## src/rtl/seg7_pkg.sv

```systemverilog
// Shared definitions for the multiplexed 7-segment display driver.
//   SEG7_HEX_LUT   : hex digit -> segment pattern {g,f,e,d,c,b,a}, active-low form (0 = lit)
//   SEG7_BLANK     : all segments off, active-low form
//   seg7_apply_pol : converts an active-low pattern to the pin polarity in use
package seg7_pkg;

   localparam logic [6:0] SEG7_HEX_LUT [16] = '{
      7'b1000000, 7'b1111001, 7'b0100100, 7'b0110000,  // 0 1 2 3
      7'b0011001, 7'b0010010, 7'b0000010, 7'b1111000,  // 4 5 6 7
      7'b0000000, 7'b0011000, 7'b0001000, 7'b0000011,  // 8 9 A b
      7'b1000110, 7'b0100001, 7'b0000110, 7'b0001110   // C d E F
   };

   localparam logic [6:0] SEG7_BLANK = 7'b1111111;

   function automatic logic [6:0] seg7_apply_pol(input logic [6:0] pattern,
                                                 input bit         active_low);
      return active_low ? pattern : ~pattern;
   endfunction

endpackage

```

## src/rtl/seg7_hex_decode.sv

```systemverilog
// Combinational hex-nibble to 7-segment decoder.
//   nibble_i  : 4-bit hex digit
//   pattern_o : segment pattern {g,f,e,d,c,b,a}, active-low form
module seg7_hex_decode
   import seg7_pkg::*;
(
   input  logic [3:0] nibble_i,
   output logic [6:0] pattern_o
);

   assign pattern_o = SEG7_HEX_LUT[nibble_i];

endmodule

```

## src/rtl/seg7_scan_driver.sv

```systemverilog
// Time-multiplexed driver for NUM_DIGITS 7-segment digits on a shared segment bus.
// A load strobe captures value/masks into a staging register; staged data moves to the
// displayed (shadow) register only at a frame boundary so a frame never mixes two values.
// Each digit slot lasts SCAN_DIV cycles, the first BLANK_CYCLES with every anode off.
//
// Ports:
//   clk_i        : system clock
//   reset_i      : synchronous, active-high reset
//   load_i       : one-cycle strobe, captures value_i/blank_mask_i/dp_mask_i into staging
//   value_i      : packed nibbles, digit 0 in bits [3:0] (rightmost)
//   blank_mask_i : 1 = digit forced dark
//   dp_mask_i    : 1 = decimal point lit on that digit
//   seg_o        : segment bus {g,f,e,d,c,b,a}, polarity set by SEG_ACTIVE_LOW
//   dp_o         : decimal point, same polarity as seg_o
//   an_o         : one-hot digit enable, polarity set by AN_ACTIVE_LOW
//   frame_done_o : one-cycle pulse after the last slot of each frame
//   pending_o    : staged data not yet displayed
//
// Build option: define SEG7_LEAD_ZERO_SUPPRESS_EN to darken leading zero digits (digit 0
// always shown; dp_mask still lights dp on a suppressed digit).
module seg7_scan_driver
   import seg7_pkg::*;
#(
   parameter int unsigned NUM_DIGITS     = 4,
   parameter int unsigned SCAN_DIV       = 50000,
   parameter int unsigned BLANK_CYCLES   = 500,
   parameter bit          SEG_ACTIVE_LOW = 1'b1,
   parameter bit          AN_ACTIVE_LOW  = 1'b1
) (
   input  logic                    clk_i,
   input  logic                    reset_i,
   input  logic                    load_i,
   input  logic [4*NUM_DIGITS-1:0] value_i,
   input  logic [NUM_DIGITS-1:0]   blank_mask_i,
   input  logic [NUM_DIGITS-1:0]   dp_mask_i,
   output logic [6:0]              seg_o,
   output logic                    dp_o,
   output logic [NUM_DIGITS-1:0]   an_o,
   output logic                    frame_done_o,
   output logic                    pending_o
);

   localparam int unsigned CntW = $clog2(SCAN_DIV);
   localparam int unsigned IdxW = (NUM_DIGITS > 1) ? $clog2(NUM_DIGITS) : 1;

   localparam logic [CntW-1:0]       CntLast  = CntW'(SCAN_DIV - 1);
   localparam logic [CntW-1:0]       BlankEnd = CntW'(BLANK_CYCLES);
   localparam logic [IdxW-1:0]       IdxLast  = IdxW'(NUM_DIGITS - 1);
   localparam logic [6:0]            SegOff   = seg7_apply_pol(SEG7_BLANK, SEG_ACTIVE_LOW);
   localparam logic                  DpOff    = SEG_ACTIVE_LOW;
   localparam logic [NUM_DIGITS-1:0] AnOff    = {NUM_DIGITS{AN_ACTIVE_LOW}};

   logic [CntW-1:0]         div_cnt_q, div_cnt_d;
   logic [IdxW-1:0]         digit_idx_q, digit_idx_d;
   logic [4*NUM_DIGITS-1:0] stage_val_q, stage_val_d, shadow_val_q, shadow_val_d;
   logic [NUM_DIGITS-1:0]   stage_blank_q, stage_blank_d, shadow_blank_q, shadow_blank_d;
   logic [NUM_DIGITS-1:0]   stage_dp_q, stage_dp_d, shadow_dp_q, shadow_dp_d;
   logic                    pending_q, pending_d;
   logic [6:0]              seg_q, seg_d;
   logic                    dp_q, dp_d;
   logic [NUM_DIGITS-1:0]   an_q, an_d;
   logic                    frame_done_q, frame_done_d;

   logic       slot_end, frame_end;
   logic [3:0] nibble;
   logic [6:0] pattern;
   logic       seg_dark, dp_lit;
`ifdef SEG7_LEAD_ZERO_SUPPRESS_EN
   logic [NUM_DIGITS-1:0] lead_zero;
   logic                  above_zero;
`endif

   seg7_hex_decode u_decode (
      .nibble_i  (nibble),
      .pattern_o (pattern)
   );

   assign slot_end  = (div_cnt_q == CntLast);
   assign frame_end = slot_end && (digit_idx_q == IdxLast);

   // Counters, staging/shadow and pending.
   always_comb begin
      div_cnt_d      = slot_end ? '0 : div_cnt_q + 1'b1;
      digit_idx_d    = digit_idx_q;
      stage_val_d    = stage_val_q;
      stage_blank_d  = stage_blank_q;
      stage_dp_d     = stage_dp_q;
      shadow_val_d   = shadow_val_q;
      shadow_blank_d = shadow_blank_q;
      shadow_dp_d    = shadow_dp_q;
      pending_d      = pending_q;
      if (slot_end) begin
         digit_idx_d = frame_end ? '0 : digit_idx_q + 1'b1;
      end
      // Shadow takes the staging contents as they stand before any coincident load.
      if (frame_end && pending_q) begin
         shadow_val_d   = stage_val_q;
         shadow_blank_d = stage_blank_q;
         shadow_dp_d    = stage_dp_q;
         pending_d      = 1'b0;
      end
      if (load_i) begin
         stage_val_d   = value_i;
         stage_blank_d = blank_mask_i;
         stage_dp_d    = dp_mask_i;
         pending_d     = 1'b1;
      end
   end

   // Select the current digit and decide whether it is dark.
   always_comb begin
      nibble   = 4'h0;
      seg_dark = 1'b0;
      dp_lit   = 1'b0;
`ifdef SEG7_LEAD_ZERO_SUPPRESS_EN
      above_zero = 1'b1;
      lead_zero  = '0;
      for (int i = NUM_DIGITS - 1; i >= 0; i--) begin
         above_zero   = above_zero && (shadow_val_q[4*i +: 4] == 4'h0);
         lead_zero[i] = above_zero;
      end
`endif
      for (int i = 0; i < NUM_DIGITS; i++) begin
         if (digit_idx_q == IdxW'(i)) begin
            nibble   = shadow_val_q[4*i +: 4];
            seg_dark = shadow_blank_q[i];
            dp_lit   = shadow_dp_q[i] && !shadow_blank_q[i];
`ifdef SEG7_LEAD_ZERO_SUPPRESS_EN
            if (i != 0 && lead_zero[i]) begin
               seg_dark = 1'b1;
            end
`endif
         end
      end
   end

   // Registered outputs; a dark digit keeps its anode on so every digit has equal duty.
   always_comb begin
      an_d         = AnOff;
      seg_d        = SegOff;
      dp_d         = DpOff;
      frame_done_d = frame_end;
      if (div_cnt_q >= BlankEnd) begin
         an_d  = (NUM_DIGITS'(1) << digit_idx_q) ^ AnOff;
         seg_d = seg_dark ? SegOff : seg7_apply_pol(pattern, SEG_ACTIVE_LOW);
         dp_d  = dp_lit ? ~DpOff : DpOff;
      end
   end

   always_ff @(posedge clk_i) begin
      if (reset_i) begin
         div_cnt_q      <= '0;
         digit_idx_q    <= '0;
         stage_val_q    <= '0;
         stage_blank_q  <= '0;
         stage_dp_q     <= '0;
         shadow_val_q   <= '0;
         shadow_blank_q <= '0;
         shadow_dp_q    <= '0;
         pending_q      <= 1'b0;
         seg_q          <= SegOff;
         dp_q           <= DpOff;
         an_q           <= AnOff;
         frame_done_q   <= 1'b0;
      end else begin
         div_cnt_q      <= div_cnt_d;
         digit_idx_q    <= digit_idx_d;
         stage_val_q    <= stage_val_d;
         stage_blank_q  <= stage_blank_d;
         stage_dp_q     <= stage_dp_d;
         shadow_val_q   <= shadow_val_d;
         shadow_blank_q <= shadow_blank_d;
         shadow_dp_q    <= shadow_dp_d;
         pending_q      <= pending_d;
         seg_q          <= seg_d;
         dp_q           <= dp_d;
         an_q           <= an_d;
         frame_done_q   <= frame_done_d;
      end
   end

   assign seg_o        = seg_q;
   assign dp_o         = dp_q;
   assign an_o         = an_q;
   assign frame_done_o = frame_done_q;
   assign pending_o    = pending_q;

endmodule

```

## config.mk

```make
export PLATFORM = sky130hd
export DESIGN_NAME = seg7_scan_driver
export DESIGN_NICKNAME = d
export VERILOG_FILES = /design/src/rtl/seg7_pkg.sv /design/src/rtl/seg7_hex_decode.sv /design/src/rtl/seg7_scan_driver.sv
export SDC_FILE = /design/constraint.sdc
export NUM_CORES = 1
export LEC_CHECK = 0
export BUFFER_PORTS_ARGS = -buffer_cell sky130_fd_sc_hd__buf_2
export CELL_PAD_IN_SITES_DETAIL_PLACEMENT = 1
export CELL_PAD_IN_SITES_GLOBAL_PLACEMENT = 1
export CORE_AREA = 2 2 112 81
export DETAILED_ROUTE_END_ITERATION = 10
export DIE_AREA = 0 0 114 83
export GPL_TIMING_DRIVEN = 1
export PLACE_DENSITY = 0.81
export REMOVE_ABC_BUFFERS = 1
export SLEW_MARGIN = 20
export SYNTH_ARGS = -nofsm -noshare
export SYNTH_HDL_FRONTEND = slang
export SYNTH_HIERARCHICAL = 1
export SYNTH_SLANG_ARGS = --single-unit
```

## constraint.sdc

```tcl
create_clock -name clk_i -period 3.3 [get_ports clk_i]
set_input_delay 0.33 -clock clk_i [delete_from_list [all_inputs] [get_ports clk_i]]
set_output_delay 0.33 -clock clk_i [all_outputs]
set_load 0.05 [all_outputs]
```

==> impl_metrics.toml <==
[timing]
slew_headroom_pct = 49.6
setup_viol = 0
finalWorstSetupSlack_ns = 0.353
finClkSkew_ns = 0.00859
hold_violations = 0
rsz0062_at_grt = "false"
slew_violations = 0
fin_crit_ns = 2.95
worst_pin_slew_ns = 0.756
tns_ns = 0
fmax_mhz = 339
min_period_over_period_pct = 89.3

[logic_synthesis]
synth_cell_types = 46
ys_ff_latch = 80
synth_edf_count = 0
synth_area_leaders = "dfxtp_1 44%, mux2i_1 14%, nand2_1 7.5%"
synthCells = 395
ys.flop_type = "dfxtp_1"
synth_top_area_share_pct = 44.5
ys_top_cells_by_count = "80 x dfxtp_1, 72 x nand2_1, 51 x mux2i_1"
yosysMostFrequentCell = "dfxtp_1"
yosys_warnings = 6
synth_area_sq_um = 3600
synthArstFlopShare_pct = 0
ys_seq_area_share_pct = 44.5
syn_avg_cell_area_sq_um = 9.12
yosysTopAreaCell = "dfxtp_1"

[critical_path]
r2r_cells = 12
rrSetupSlack_ns = 0.35
crit_type = "register to register"
arrival_ns = 3.17
cp_slowest_cell = "o21ai_0"
start_kind = "register"
slowest_delay_ns = 0.44
cp_cell_sequence = "inv_1 > ha_1 > nand3b_1 > a21oi_1 > a21oi_1 > o21ai_0 > inv_1 > ha_1 > nand2b_1 > o21ai_0 > a32o_1 > or2_1"
crit_required_ns = 3.53
rr_endpoint = "seg_o[1]"
cp_max_fo = 13
rr_startpoint = "digit_idx_q[1]"
cp-end-kind = "register"

[floorplanning]
ios = 41
die_y_microns = 83
die_w_microns = 114
die_area_sq_um = 9460
start_util_pct = 43.2
fp-row-count = 28
core_area_sq_um = 8340

[pwr]
power_leakage_nw = 1.57
powerDensity_nw_per_um2 = 518
p_sw_share_pct = 21.0
p_int_mw = 1.71
p_sw_uw = 456
worst_ir_drop_vdd_uv = 260
p_clk_share_pct = 49.7
seqPwrFrac_pct = 46.3
power_frac_comb_pct = 4.0

[place]
place_congestion = 0.818
hpwlAfterDp_microns = 5300
port_buffers = 40
detailedPlace.worstSlack_ns = 0.444

[grt]
grt-ovfl-total = 0
grt_usage_pct = 17.5
grt_pass1_wl_microns = 13300
grt_start_max_net_pins = 34
grt_pass1_vias = 2771
antenna_found_initial = 0

[worst_hold_path]
worstHoldPathType = "input pin to register"
hp-start = "value_i[13]"
min_to = "stage_val_q[13]"
whs_path_depth = 3

[clocking]
ctsRootBufferMaster = "clkbuf_16"
clk_pin_slew_ns = 0.06
post_cts_buffers = 0
ctsHoldBuffers = 0
cts_buffers = 9
clockBufferDepth = 2
clock_sinks = 80
ctsResizeCount = 0
clk_latency_ns = 0.34
cts_tree = "built"
htree_levels = 3

[routing]
drt_iter0_markers = 106
detail_route.vias_per_cell = 5.02
dr.pass1.iters = 4
remaining_drc_errors = 0
routedWlPerCell_microns = 14.3
totalWireLength_microns = 7720
vias = 2713
drtAntennaViolNets = 0

[job]
maxCapViolations = 0

[cells_and_area]
area_delta_synth_final_pct = 16.1
post-route-util_pct = 50.2
layout.nets = 469
diodes = 0
drive_above_1_share_pct = 15.9

[run_status]
status = "complete, no violations"
## sequential cells by signal (all words and copies together) (netlist names), 2 cells and up
signal / flops
div_cnt_q: 16
shadow_val_q: 16
stage_val_q: 16
seg_o: 7
an_o: 4
shadow_blank_q: 4
shadow_dp_q: 4
stage_blank_q: 4
stage_dp_q: 4
digit_idx_q: 2
## area by class of cell
cell class	count	area (sq um)
clock buffers	12	246
clock inverters	4	77.6
fillers	985	4160
inverters	13	48.8
multi-input cells	280	1830
flip-flops and latches	80	1600
well taps	105	131
repair buffers	46	245
## worst max-delay path by stage
stage / startpoint / endpoint / slack [ns] / depth (start not counted)
after floorplan: digit_idx_q[1] / seg_o[6] / 0.43 / 9
after global placement: digit_idx_q[1] / seg_o[1] / 0.62 / 12
after detailed placement: digit_idx_q[1] / seg_o[1] / 0.44 / 12
after CTS: digit_idx_q[1] / seg_o[1] / 0.39 / 12
after global routing: digit_idx_q[1] / seg_o[1] / 0.21 / 12
final: digit_idx_q[1] / seg_o[1] / 0.35 / 12
## cell usage in the layout (no fill, tap or decap), types with 2 or more instances in the layout
cell	netlist	routed
a31oi_1	2	2
nor3_1	4	4
ha_1	12	12
xor2_1	3	3
clkbuf_1	13	2
buf_4	0	6
clkinv_4	0	2
bufinv_16	0	2
mux2i_1	51	51
or2_1	7	7
xnor2_1	10	10
nor2_1	46	46
nand3b_1	6	6
o21ai_0	11	11
inv_1	12	12
and3_2	2	2
clkbuf_16	0	9
dfxtp_1	80	80
buf_2	5	40
nand3_1	4	4
nand4_1	8	8
a22o_1	2	2
a21oi_1	14	14
and4_1	2	2
nor4_1	4	4
nand2_1	72	72
## layer usage
layer  wire length, microns  vias up  global-route usage, %
met2                   3440       42                   27.1
met4                     55        0                   4.66
met3                    305        8                   5.91
met1                   3920     1271                   23.4
li1                       -     1392                      -
met5                      0        -                      0
## worst max-delay path, delay by kind of cell, from the launching register on
family,cells,cell delay (ns)
and+or+nand+nor,3,0.53
DFF,1,0.38
AOI/OAI and AO/OA,5,0.95
adders and majority gates,2,0.67
buffers and inverters,2,0.30
## kinds of logic after synthesis
kind of cell | count (synthesis) | share of synthesized area [%]
compound gates | 34 | 5.46
xor+xnor | 13 | 3.16
fa+ha+maj | 12 | 4.17
buf+inv | 35 | 4.69
flops | 80 | 44.5
mux | 52 | 14.5
simple gates | 169 | 23.6
## power by group through the flow
stage | logic, mW | clock network [mW] | registers (mW)
2_1_floorplan | 0.0436 | 0 | 1.02
3_3_place_gp | 0.0845 | 0 | 1.02
3_5_place_dp | 0.0881 | 0 | 1.02
4_1_cts | 0.0888 | 1.10 | 1.00
5_1_grt | 0.0992 | 1.15 | 1.00
6_report | 0.0871 | 1.08 | 1.00
## per-stage QoR
step	instance area (sq um)	hold slack (ns)	instances	power [mW]
after floorplan	3480	0.399	373	1.07
after global placement	3860	0.443	524	1.11
after detailed placement	3860	0.452	524	1.11
after CTS	4180	0.218	540	2.19
after global routing	4180	0.232	540	2.25
final	4180	0.221	540	2.17
Note: power is estimated with default switching activity, not from simulation.
